### src/rtl/axis_pkg.sv
// Shared types and helpers for the AXI-Stream header inserter.
package axis_pkg;

    typedef enum logic {
        S_HEADER,
        S_PAYLOAD
    } hdr_state_t;

    // Widest header the helper can build; both fields must fit in 32 bits.
    localparam int unsigned HDR_MAX_W = 64;

    function automatic logic [HDR_MAX_W-1:0] make_header(
        input logic [31:0] seq,
        input logic [31:0] len,
        input int unsigned len_width
    );
        return ({32'd0, seq} << len_width) | {32'd0, len};
    endfunction

endpackage

### src/rtl/axis_pipe_reg.sv
// Single-entry AXI-Stream output register: loads when free, holds while stalled.
module axis_pipe_reg #(
    parameter int unsigned DATA_WIDTH = 16
) (
    input  logic                  aclk,
    input  logic                  areset,
    input  logic                  load_i,
    input  logic [DATA_WIDTH-1:0] data_i,
    input  logic                  last_i,
    input  logic                  ready_i,
    output logic                  valid_o,
    output logic [DATA_WIDTH-1:0] data_o,
    output logic                  last_o,
    output logic                  free_o
);

    logic                  valid_q, valid_d;
    logic [DATA_WIDTH-1:0] data_q, data_d;
    logic                  last_q, last_d;

    always_comb begin
        free_o  = !valid_q || ready_i;
        // The owner only raises load_i while free_o is high.
        valid_d = load_i || (valid_q && !ready_i);
        data_d  = load_i ? data_i : data_q;
        last_d  = load_i ? last_i : last_q;
    end

    always_ff @(posedge aclk or posedge areset) begin
        if (areset) begin
            valid_q <= 1'b0;
            data_q  <= '0;
            last_q  <= 1'b0;
        end else begin
            valid_q <= valid_d;
            data_q  <= data_d;
            last_q  <= last_d;
        end
    end

    assign valid_o = valid_q;
    assign data_o  = data_q;
    assign last_o  = last_q;

endmodule

### src/rtl/axis_header_inserter.sv
// Prepends a {seq, length} header beat to each tlast-framed packet and flags
// packets whose payload length differs from the length carried in the header.
module axis_header_inserter
    import axis_pkg::*;
#(
    parameter int unsigned DATA_WIDTH = 16,
    parameter int unsigned LEN_WIDTH  = 8,
    parameter int unsigned SEQ_WIDTH  = 8
) (
    input  logic                  aclk,
    input  logic                  areset,
    input  logic [LEN_WIDTH-1:0]  length,
    input  logic [DATA_WIDTH-1:0] s_axis_tdata,
    input  logic                  s_axis_tvalid,
    input  logic                  s_axis_tlast,
    output logic                  s_axis_tready,
    output logic [DATA_WIDTH-1:0] m_axis_tdata,
    output logic                  m_axis_tvalid,
    output logic                  m_axis_tlast,
    input  logic                  m_axis_tready,
    output logic                  len_err,
    output logic [15:0]           err_count
);

    if (DATA_WIDTH < LEN_WIDTH + SEQ_WIDTH || LEN_WIDTH > 32 || SEQ_WIDTH > 32)
    begin : g_width_check
        $error("axis_header_inserter: DATA_WIDTH must hold LEN_WIDTH + SEQ_WIDTH");
    end

    hdr_state_t            state_q, state_d;
    logic [SEQ_WIDTH-1:0]  seq_q, seq_d;
    logic [LEN_WIDTH-1:0]  beat_cnt_q, beat_cnt_d;
    logic [LEN_WIDTH-1:0]  exp_len_q, exp_len_d;
    logic [15:0]           err_count_q, err_count_d;
    logic                  len_err_q, len_err_d;

    logic                  reg_free;
    logic                  reg_load;
    logic [DATA_WIDTH-1:0] reg_data;
    logic                  reg_last;
    logic [DATA_WIDTH-1:0] hdr_word;
    logic                  len_mismatch;

    assign hdr_word = DATA_WIDTH'(make_header(32'(seq_q), 32'(length), LEN_WIDTH));

    // Extra bit so a saturated counter still compares correctly.
    assign len_mismatch = ({1'b0, beat_cnt_q} + (LEN_WIDTH + 1)'(1)) != {1'b0, exp_len_q};

    always_comb begin
        state_d       = state_q;
        seq_d         = seq_q;
        beat_cnt_d    = beat_cnt_q;
        exp_len_d     = exp_len_q;
        err_count_d   = err_count_q;
        len_err_d     = 1'b0;
        reg_load      = 1'b0;
        reg_data      = s_axis_tdata;
        reg_last      = s_axis_tlast;
        s_axis_tready = 1'b0;

        unique case (state_q)
            S_HEADER: begin
                // Header only goes out once a payload beat is waiting.
                if (s_axis_tvalid && reg_free) begin
                    reg_load  = 1'b1;
                    reg_data  = hdr_word;
                    reg_last  = 1'b0;
                    exp_len_d = length;
                    state_d   = S_PAYLOAD;
                end
            end
            S_PAYLOAD: begin
                s_axis_tready = reg_free;
                if (s_axis_tvalid && reg_free) begin
                    reg_load = 1'b1;
                    if (beat_cnt_q != '1) begin
                        beat_cnt_d = beat_cnt_q + LEN_WIDTH'(1);
                    end
                    if (s_axis_tlast) begin
                        state_d    = S_HEADER;
                        seq_d      = seq_q + SEQ_WIDTH'(1);
                        beat_cnt_d = '0;
                        if (len_mismatch) begin
                            len_err_d = 1'b1;
                            if (err_count_q != 16'hFFFF) begin
                                err_count_d = err_count_q + 16'd1;
                            end
                        end
                    end
                end
            end
            default: state_d = S_HEADER;
        endcase
    end

    always_ff @(posedge aclk or posedge areset) begin
        if (areset) begin
            state_q     <= S_HEADER;
            seq_q       <= '0;
            beat_cnt_q  <= '0;
            exp_len_q   <= '0;
            err_count_q <= '0;
            len_err_q   <= 1'b0;
        end else begin
            state_q     <= state_d;
            seq_q       <= seq_d;
            beat_cnt_q  <= beat_cnt_d;
            exp_len_q   <= exp_len_d;
            err_count_q <= err_count_d;
            len_err_q   <= len_err_d;
        end
    end

    axis_pipe_reg #(
        .DATA_WIDTH(DATA_WIDTH)
    ) u_out_reg (
        .aclk    (aclk),
        .areset  (areset),
        .load_i  (reg_load),
        .data_i  (reg_data),
        .last_i  (reg_last),
        .ready_i (m_axis_tready),
        .valid_o (m_axis_tvalid),
        .data_o  (m_axis_tdata),
        .last_o  (m_axis_tlast),
        .free_o  (reg_free)
    );

    assign len_err   = len_err_q;
    assign err_count = err_count_q;

endmodule

### config.mk
export PLATFORM = sky130hd
export DESIGN_NAME = axis_header_inserter
export DESIGN_NICKNAME = d
export VERILOG_FILES = /design/src/rtl/axis_pkg.sv /design/src/rtl/axis_pipe_reg.sv /design/src/rtl/axis_header_inserter.sv
export SDC_FILE = /design/constraint.sdc
export NUM_CORES = 1
export LEC_CHECK = 0
export ABC_AREA = 1
export BUFFER_PORTS_ARGS = -buffer_cell sky130_fd_sc_hd__buf_2
export CAP_MARGIN = 20
export CORE_MARGIN = 10
export CORE_UTILIZATION = 42
export DETAILED_ROUTE_END_ITERATION = 8
export GPL_TIMING_DRIVEN = 0
export HOLD_SLACK_MARGIN = 0.1
export PLACE_DENSITY = 0.66
export SLEW_MARGIN = 40
export SYNTH_ARGS = -nofsm -noshare
export SYNTH_HDL_FRONTEND = slang
export SYNTH_SLANG_ARGS = --single-unit
### constraint.sdc
create_clock -name aclk -period 1.7 [get_ports aclk]
set_input_delay 0.34 -clock aclk [delete_from_list [all_inputs] [get_ports aclk]]
set_output_delay 0.34 -clock aclk [all_outputs]
set_load 0.02 [all_outputs]
==> results of run 1 <==
[layer usage]
layer / track usage [%] / up-vias / wire length (um)
met3: 6.099 / 10 / 522
met4: 4.159 / 0 / 93
li1: - / 1462 / -
met2: 25.04 / 75 / 4211
met1: 18.56 / 1403 / 3697
met5: 0 / - / 0
[final cells by class]
cell class                      instances  area share (%)
Clock buffer                           13           3.593
Sequential cell                        60           36.32
Buffer                                 10           1.751
Timing Repair Buffer                   83           12.98
Multi-Input combinational cell        277           37.47
Tap cell                               99           2.989
Clock inverter                          2          0.8454
Inverter                               43           4.046
[worst max-delay path, cell delays in order, from the launching register on]
cell and delay [ps]:
dfrtp_2 450, ha_4 290, inv_2 30, nand2_1 40, nand4_1 90, nor2_1 110
nand2_1 80, nor2_2 130, nand3_4 140, nand3_4 150, clkbuf_16 160, nand2_1 40
nand2_1 60
[where the power goes]
group | internal [mW] | switching, mW | leakage [nW] | total (mW)
registers | 1.74 | 0.265 | 0.762 | 2.00
logic | 0.594 | 0.883 | 1.21 | 1.48
clock network | 0.709 | 0.543 | 0.0935 | 1.25
total | 3.04 | 1.69 | 2.07 | 4.73
[final timing paths]
kind / startpoint / end / cells past startpoint / slack, ps
max in group asynchronous: areset / u_out_reg.data_o[8] / 4 / 630
worst max-delay path: beat_cnt_q[0] / err_count[3] / 12 / -150
worst min register to register: seq_q[6] / seq_q[6] / 1 / 470
worst min-delay path: s_axis_tvalid / u_out_reg.valid_o / 3 / 200
worst max register to register: beat_cnt_q[0] / err_count[3] / 12 / -150
min in group asynchronous: areset / u_out_reg.data_o[4] / 3 / 600
[registers in the layout, summed over array words and instances (netlist names)]
| register | flops |
|---|---|
| exp_len_q | 8 |
| u_out_reg.valid_o | 1 |
| len_err | 1 |
| state_q | 1 |
| seq_q | 8 |
| beat_cnt_q | 8 |
| u_out_reg.last_o | 1 |
| u_out_reg.data_o | 16 |
| err_count | 16 |
[metrics by stage]
step | hold WS [ps] | TNS [ps] | setup slack, ps
global route | 184.7 | -3718 | -252.1
detailed placement | 416.0 | -12340 | -441.5
global placement | 456.2 | -10800 | -419.4
CTS | 192.2 | -1290 | -98.44
floorplan | 438.4 | 0 | 3.280
finish | 203.4 | -1966 | -151.1
[timing repair]
action | 4_1_cts | 5_1_grt
hold buffers | 1 | 0
buffers inserted | 10 | 4
endpoints found under the hold margin | 18 | 0
pin swaps | 9 | 9
gates resized for setup | 26 | 31
cloned | 1 | 1
endpoints found under the setup margin | 53 | 45
[cell families after synthesis]
| group | share of synthesized area [%] |
|---|---|
| compound gates | 5.092 |
| xor+xnor | 5.894 |
| fa+ha+maj | 1.203 |
| buf+inv | 6.896 |
| flops | 48.12 |
| simple gates | 32.80 |
[synth_stat cells, drive strengths merged]
cell	n	area (um^2)
nor2	27	126.4
nor3	4	20.02
nand3b	1	7.510
xor2	16	140.1
nand3	37	215.2
nor4	1	6.260
ha	3	37.54
nand4	22	137.6
buf	5	35.03
xnor2	5	43.79
o21ai	11	55.05
nand2	134	510.5
a21oi	3	15.01
o22ai	7	43.79
o211ai	6	45.04
dfrtp	60	1501
inv	43	161.4
clkbuf	5	18.77
==> reports/metrics.cfg, run 1 <==
[status]
status = finished with violations
violations = setup timing

[synthesis]
syn-cell-area_um2 = 3120
synthesis.nets = 422
synth_seq_cells = 60
ys_types = 27
ys_seq_area_share_pct = 48.12
synth_area_per_cell_um2 = 8.001
synth_warnings = 0
synthCells = 390

[die]
num_io_pins = 65
die_area_um2 = 11280
start_util_pct = 43.02
rows = 31
core_um2 = 7253
die_x_um = 106.2
dieHeight_um = 106.2

[cells_and_area]
stdcell_count = 587
final_cell_area_um2 = 4144
drive_gt1_share_pct = 30.94
fin_util_pct = 57.13
num-fill-cells = 682
multi_input_area_um2 = 1553
final_common_cell = nand2_1
regArea_um2 = 1505
area_delta_synth_final_pct = 32.80
nets = 516
final_cell_mix = 120 x nand2_1, 66 x buf_2, 57 x dfrtp_1, 39 x inv_1, 26 x nand3_1
diodes = 0

[timing]
fin_crit_sh_pct = 108.9
fmax_mhz = 540.2
tightest_slew_ps = 542.5
slew_headroom_pct = 63.76
fin_skew_ps = 9.618
fin_ws_ps = -151.1
setup_viol = 17
period_needed_ps = 1851
slew_viol_final = 0
hold_viol = 0
rsz0062_at_grt = yes

[worst_setup_path]
startpoint_type = flip-flop
cp.required_ps = 1980
path_class = flip-flop to flip-flop
worstPathArrival_ps = 2130
cp-end-kind = flip-flop
path_max_fanout = 5

[placed_design]
placed_area_um2 = 3630
io_buffers = 64
gp_congestion = 0.9411
hpwl_um = 6098
placed_cells = 555

[drt]
antenna_left = 0
drtPass1Iterations = 4
drc_errors = 0
routed_wl_um = 8524
wl_per_cell_um = 14.52
drt_iter0_markers = 171
routed_via_density = 5.026
vias = 2950

[clock_tree]
htreeDepth = 3
clk_path_buf_depth = 2
clk_pin_slew_ps = 70
cts-root-buf = clkbuf_8
clk_latency_ps = 340
cts_buffers = 9
cts.sinks = 60
cts_tree = built

[worst_hold_path]
min_path_type = primary input to flip-flop

[global_routing]
grt_pass1_vias = 2883
antenna_found_initial = 0
grt_use_total_pct = 15.40
grt-ovfl-total = 0
grt_pass1_wl_um = 14220
grt_start_max_net_pins = 23

[flow_run]
drv_cap = 0

[pwr]
power_mw = 4.731
p_leak_nw = 2.068
powerDensity_nw_per_um2 = 1142
vdd_drop_max_mv = 0.5394

Note: power is estimated with default switching activity, not from simulation.
==> run 2, diff against run 1 <==
--- a/config.mk
+++ b/config.mk
@@ -14,6 +14,7 @@
 export GPL_TIMING_DRIVEN = 0
 export HOLD_SLACK_MARGIN = 0.1
 export PLACE_DENSITY = 0.66
+export REMOVE_ABC_BUFFERS = 1
 export SLEW_MARGIN = 40
 export SYNTH_ARGS = -nofsm -noshare
 export SYNTH_HDL_FRONTEND = slang
==> run 2 against run 1 <==
- the run still ends with setup timing left
- via count grew 2.6%
- critical path depth shrank 1
- global-route usage rose by 0.69 points
- wire length is 8.5% higher
- cell count decreased by 0.68%
- register-to-register slack gained 20 ps
- worst hold slack improved by 7.3 ps
- power up 8.4%
- non-clock buffer count shrank 11
- sequential power about the same
- critical endpoint is now err_count[9]
- highest routed layer unchanged
==> reports/metrics.cfg, run 2 (synthesis results as in run 1) <==
[placed_design]
gp_congestion = 0.8571  ; -8.9%
post-place-ws_ps = -1203  ; -761.1 ps
io_buffers = 64  ; unchanged
hpwl_um = 5723  ; -6.2%
placed_area_um2 = 3533  ; -2.7%
placed_cells = 544  ; -2.0%

[worst_hold_path]
hold_end = u_out_reg.data_o[15]
min_path_type = primary input to flip-flop
min_from = s_axis_tdata[15]
min_path_cells = 3  ; unchanged

[worst_setup_path]
path_max_fanout = 8  ; +3
startpoint_type = flip-flop
rr_startpoint = beat_cnt_q[2]
cp-end-kind = flip-flop
r2r-end = err_count[9]
rrSetupSlack_ps = -130  ; +20 ps
path_class = flip-flop to flip-flop
cp.required_ps = 1920  ; -60 ps
ff2ff_path_depth = 11  ; -1
worstPathArrival_ps = 2050  ; -80 ps

[pwr]
vdd_drop_max_mv = 0.6090  ; +13%
power_mw = 5.131  ; +8.4%
p_leak_nw = 2.069  ; about the same
powerDensity_nw_per_um2 = 1214  ; +6.3%

[drt]
drc_errors = 0  ; unchanged
routed_via_density = 5.190  ; +3.3%
vias = 3026  ; +2.6%
wl_per_cell_um = 15.86  ; +9.2%
drtPass1Iterations = 5  ; +1
drt_iter0_markers = 191  ; +12%
routed_wl_um = 9249  ; +8.5%
antenna_left = 0  ; unchanged

[timing]
setup_viol = 17  ; unchanged
fin_skew_ps = 10.71  ; +1.097 ps
slew_viol_final = 0  ; unchanged
fmax_mhz = 545.9  ; +1.0%
period_needed_ps = 1832  ; -19.20 ps
rsz0062_at_grt = yes
fin_crit_sh_pct = 107.8  ; -1.1 points
slew_headroom_pct = 77.67  ; +14 points
setup_tns_ps = -1810  ; +156.3 ps
timing.hold.ws_ps = 210.6  ; +7.271 ps
hold_viol = 0  ; unchanged
fin_ws_ps = -131.9  ; +19.20 ps
tightest_slew_ps = 332.3  ; -210.1 ps

[flow_run]
drv_cap = 0  ; unchanged

[clock_tree]
clk_latency_ps = 340  ; about the same
cts.sinks = 60  ; unchanged
cts_tree = built
cts_buffers = 9  ; unchanged
htreeDepth = 3  ; unchanged
clk_path_buf_depth = 2  ; unchanged
cts-root-buf = clkbuf_8
clk_pin_slew_ps = 80  ; about the same

[die]
num_io_pins = 65  ; unchanged
die_x_um = 106.2  ; unchanged
start_util_pct = 43.02  ; unchanged
rows = 31  ; unchanged
core_um2 = 7253  ; unchanged
die_area_um2 = 11280  ; unchanged
dieHeight_um = 106.2  ; unchanged

[global_routing]
antenna_found_initial = 0  ; unchanged
grt_use_total_pct = 16.09  ; +0.69 points
grt_pass1_vias = 2967  ; +2.9%
grt_start_max_net_pins = 40  ; +74%
grt-ovfl-total = 0  ; unchanged
grt_pass1_wl_um = 14730  ; +3.6%

[cells_and_area]
diodes = 0  ; unchanged
stdcell_count = 583  ; -0.68%
area_delta_synth_final_pct = 35.44
drive_gt1_share_pct = 30.58  ; -0.36 points
fin_util_pct = 58.27  ; +1.1 points
final_cell_area_um2 = 4227  ; +2.0%
num-fill-cells = 663  ; -2.8%
final_common_cell = nand2_1
nets = 511  ; -0.97%
final_cell_mix = 123 x nand2_1, 64 x buf_2, 58 x dfrtp_1, 38 x inv_1, 26 x nand3_1

[status]
violations = setup timing
status = finished with violations

==> run 2: cell count changes in the layout (fill, tap and decap cells not counted), moves of 2 or more <==
cell      change
nor2_4        +2
buf_2         -2
nand2_1       +3
clkbuf_2      -5
buf_12        +5
clkbuf_8      +3
nand3_2       -2
buf_16        -2
nand2_2       -4
nand3_4       +6
buf_6         -4
clkbuf_1      -3
==> run 2: timing repair <==
action                     4_1_cts  5_1_grt
pin swaps                       14       16
cloned                           5        1
resized for setup               37       19
hold buffers                     1        0
setup buffers                    9        7
hold endpoints to repair        21        0
setup endpoints to repair       59       33
==> run 2: how the worst max path moves through the flow <==
stage                      start             to  slack (ps)  cells past startpoint
2_1_floorplan  u_out_reg.valid_o       seq_q[6]        -500                      8
3_3_place_gp       m_axis_tready       seq_q[6]       -1200                     10
3_5_place_dp       m_axis_tready       seq_q[6]       -1200                     10
4_1_cts            beat_cnt_q[1]   err_count[9]        -110                     11
5_1_grt            beat_cnt_q[2]  err_count[11]        -200                     11
6_report           beat_cnt_q[2]   err_count[9]        -130                     11
==> run 2: power by group <==
part / switching (mW) / internal [mW]
logic: 1.03 / 0.687
registers: 0.273 / 1.74
clock network: 0.571 / 0.835
==> run 2: worst max-delay path: stages (launching register included) <==
cell and delay, ps:
dfrtp_2 510, nand2_2 110, nor2_4 180, nand2_1 110, nand2_1 110, nand3_1 70
nand2_1 100, nor2_4 70, nand3_4 140, nand3_4 150, nand2_1 100, nand2_1 60
==> run 2: layer usage <==
layer / wire length, um / vias up / GRT usage, %
met5: 0 / - / 0
met4: 246 / 0 / 8.124
met3: 395 / 22 / 3.140
met2: 4554 / 78 / 26.37
met1: 4052 / 1460 / 19.75
li1: - / 1466 / -
==> run 2: layout make-up <==
cell class              count  area (um^2)  share of cell area (%)
repair inverters            1        6.256                  0.1480
clock inverters             3        42.54                   1.007
flip-flops and latches     60         1504                   35.58
multi-input cells         282         1667                   39.43
clock buffers              13        178.9                   4.233
well taps                  99        123.9                   2.931
repair buffers             82        528.0                   12.49
inverters                  43        176.4                   4.174
==> run 3, diff against run 2 <==
--- a/config.mk
+++ b/config.mk
@@ -13,7 +13,6 @@
 export DETAILED_ROUTE_END_ITERATION = 8
 export GPL_TIMING_DRIVEN = 0
 export HOLD_SLACK_MARGIN = 0.1
-export PLACE_DENSITY = 0.66
 export REMOVE_ABC_BUFFERS = 1
 export SLEW_MARGIN = 40
 export SYNTH_ARGS = -nofsm -noshare
==> constraint.sdc (replaced) <==
create_clock -name aclk -period 2.13 [get_ports aclk]
set_input_delay 0.426 -clock aclk [delete_from_list [all_inputs] [get_ports aclk]]
set_output_delay 0.426 -clock aclk [all_outputs]
set_load 0.02 [all_outputs]
==> run 3 against run 2 <==
- the flow now finishes without violations
- setup slack improved by 280 ps
- sequential share of layout area rose by 2.7 points
- utilization fell by 4.3 points
- sequential power fell by 21%
- combinational power fell by 39%
- non-clock buffer count fell by 13
- clock skew fell by 2.2 ps
- worst hold slack improved by 99 ps
- largest cell class unchanged
- first-iteration DRC count fell by 11%
- die area did not move
==> reports/metrics.cfg, run 3 (synthesis results as in run 1) <==
[placed_design]
placed_cells = 544  ; unchanged
hpwl_um = 5897  ; +3.0%
placed_area_um2 = 3533  ; unchanged
io_buffers = 64  ; unchanged
gp_congestion = 0.8508  ; -0.74%
post-place-ws_ps = -861.3  ; +341.2 ps

[die]
core_um2 = 7253  ; unchanged
num_io_pins = 65  ; unchanged
die_area_um2 = 11280  ; unchanged
rows = 31  ; unchanged
dieHeight_um = 106.2  ; unchanged
die_x_um = 106.2  ; unchanged
start_util_pct = 43.02  ; unchanged

[status]
status = finished, final reports clean

[timing]
slew_viol_final = 0  ; unchanged
tightest_slew_ps = 461.8  ; +129.5 ps
hold_viol = 0  ; unchanged
period_needed_ps = 1984  ; +152.1 ps
setup_tns_ps = 0  ; +1810 ps
fmax_mhz = 504.0  ; -7.7%
fin_ws_ps = 145.9  ; +277.9 ps
timing.hold.ws_ps = 309.4  ; +98.80 ps
slew_headroom_pct = 69.21  ; -8.5 points
setup_viol = 0  ; -17
fin_skew_ps = 8.507  ; -2.208 ps
fin_crit_sh_pct = 93.15  ; -15 points

[worst_setup_path]
startpoint_type = flip-flop
cp-end-kind = flip-flop
crit_top_cell = nand2_1
cp.required_ps = 2390  ; +470 ps
path_max_fanout = 8  ; unchanged
worstPathArrival_ps = 2240  ; +190 ps
slowest_delay_ps = 450  ; -60 ps
crit_chain = inv_1 -> nor2_2 -> nand2_1 -> nand3_1 -> nand3_1 -> nor2_4 -> nand3_4 -> nand3_4 -> nand2_1 -> nand2_1
cp_slowest_cell = dfrtp_1
path_class = flip-flop to flip-flop

[drt]
wl_per_cell_um = 15.05  ; -5.1%
drc_errors = 0  ; unchanged
routed_via_density = 5.081  ; -2.1%
routed_wl_um = 8532  ; -7.8%
drt_iter0_markers = 170  ; -11%
antenna_left = 0  ; unchanged
vias = 2881  ; -4.8%
drtPass1Iterations = 4  ; -1

[flow_run]
drv_cap = 0  ; unchanged

[global_routing]
antenna_found_initial = 0  ; unchanged
grt_pass1_wl_um = 13740  ; -6.7%
grt_use_total_pct = 14.80  ; -1.3 points
grt_pass1_vias = 2841  ; -4.2%
grt-ovfl-total = 0  ; unchanged
grt_start_max_net_pins = 42  ; +5.0%

[cells_and_area]
fin_util_pct = 54.01  ; -4.3 points
drive_gt1_share_pct = 22.65  ; -7.9 points
final_cell_area_um2 = 3918  ; -7.3%
final_cell_mix = 130 x nand2_1, 64 x buf_2, 60 x dfrtp_1, 41 x inv_1, 33 x nand3_1
regArea_um2 = 1501  ; -0.17%
final_common_cell = nand2_1
stdcell_count = 567  ; -2.7%
num-fill-cells = 706  ; +6.5%
multi_input_area_um2 = 1503  ; -9.8%
diodes = 0  ; unchanged
nets = 495  ; -3.1%
area_delta_synth_final_pct = 25.54

[clock_tree]
clk_latency_ps = 330  ; about the same
cts.sinks = 60  ; unchanged
htreeDepth = 3  ; unchanged
cts-root-buf = clkbuf_8
cts_buffers = 9  ; unchanged
cts_tree = built
clk_path_buf_depth = 2  ; unchanged
clk_pin_slew_ps = 60  ; -20 ps

[worst_hold_path]
min_path_type = primary input to flip-flop

[pwr]
power_mw = 3.924  ; -24%
powerDensity_nw_per_um2 = 1002  ; -17%
vdd_drop_max_mv = 0.4933  ; -19%
p_leak_nw = 1.952  ; -5.6%

run 3: routing by layer:
metal	up-vias	routed length, um	track usage, %
met5	-	0	0
met4	0	51	3.675
met3	4	360	4.167
met2	54	4207	24.38
li1	1411	-	-
met1	1412	3913	18.73
run 3: repair_timing:
item                                    in CTS  in global routing
pin swaps                                    1                  2
hold endpoints to repair                    19                  0
hold buffers                                 1                  0
endpoints found under the setup margin      54                 18
buffers inserted                             3                  0
gates resized for setup                      5                 11
cloned                                       0                  3
run 3: final cells by class:
type,count,share of cell area (%)
Timing Repair Buffer,69,9.518
Multi-Input combinational cell,280,38.36
Inverter,43,4.248
Clock inverter,4,2.427
Sequential cell,60,38.33
Clock buffer,12,3.960
Tap cell,99,3.162
run 3: path summary, 6_finish.rpt:
path	from	end	slack, ps	cells past startpoint
max	beat_cnt_q[0]	err_count[15]	150	10
min	s_axis_tdata[15]	u_out_reg.data_o[15]	310	3
max reg2reg	beat_cnt_q[0]	err_count[15]	150	10
min reg2reg	seq_q[6]	seq_q[6]	470	1
max in group asynchronous	areset	err_count[15]	1040	4
min in group asynchronous	areset	u_out_reg.data_o[5]	580	3
run 3: worst max-delay path, delay by kind of cell (launching register included):
family        cells  cell delay (ps)
buf+inv           1              130
flops             1              450
simple gates      9             1330
run 3: power by group:
part           total (mW)  internal (mW)  leakage [nW]  switching [mW]
Clock                1.28          0.841         0.127           0.443
Combinational        1.05          0.367          1.06           0.684
Sequential           1.59           1.38         0.766           0.204
Total                3.92           2.59          1.95            1.33
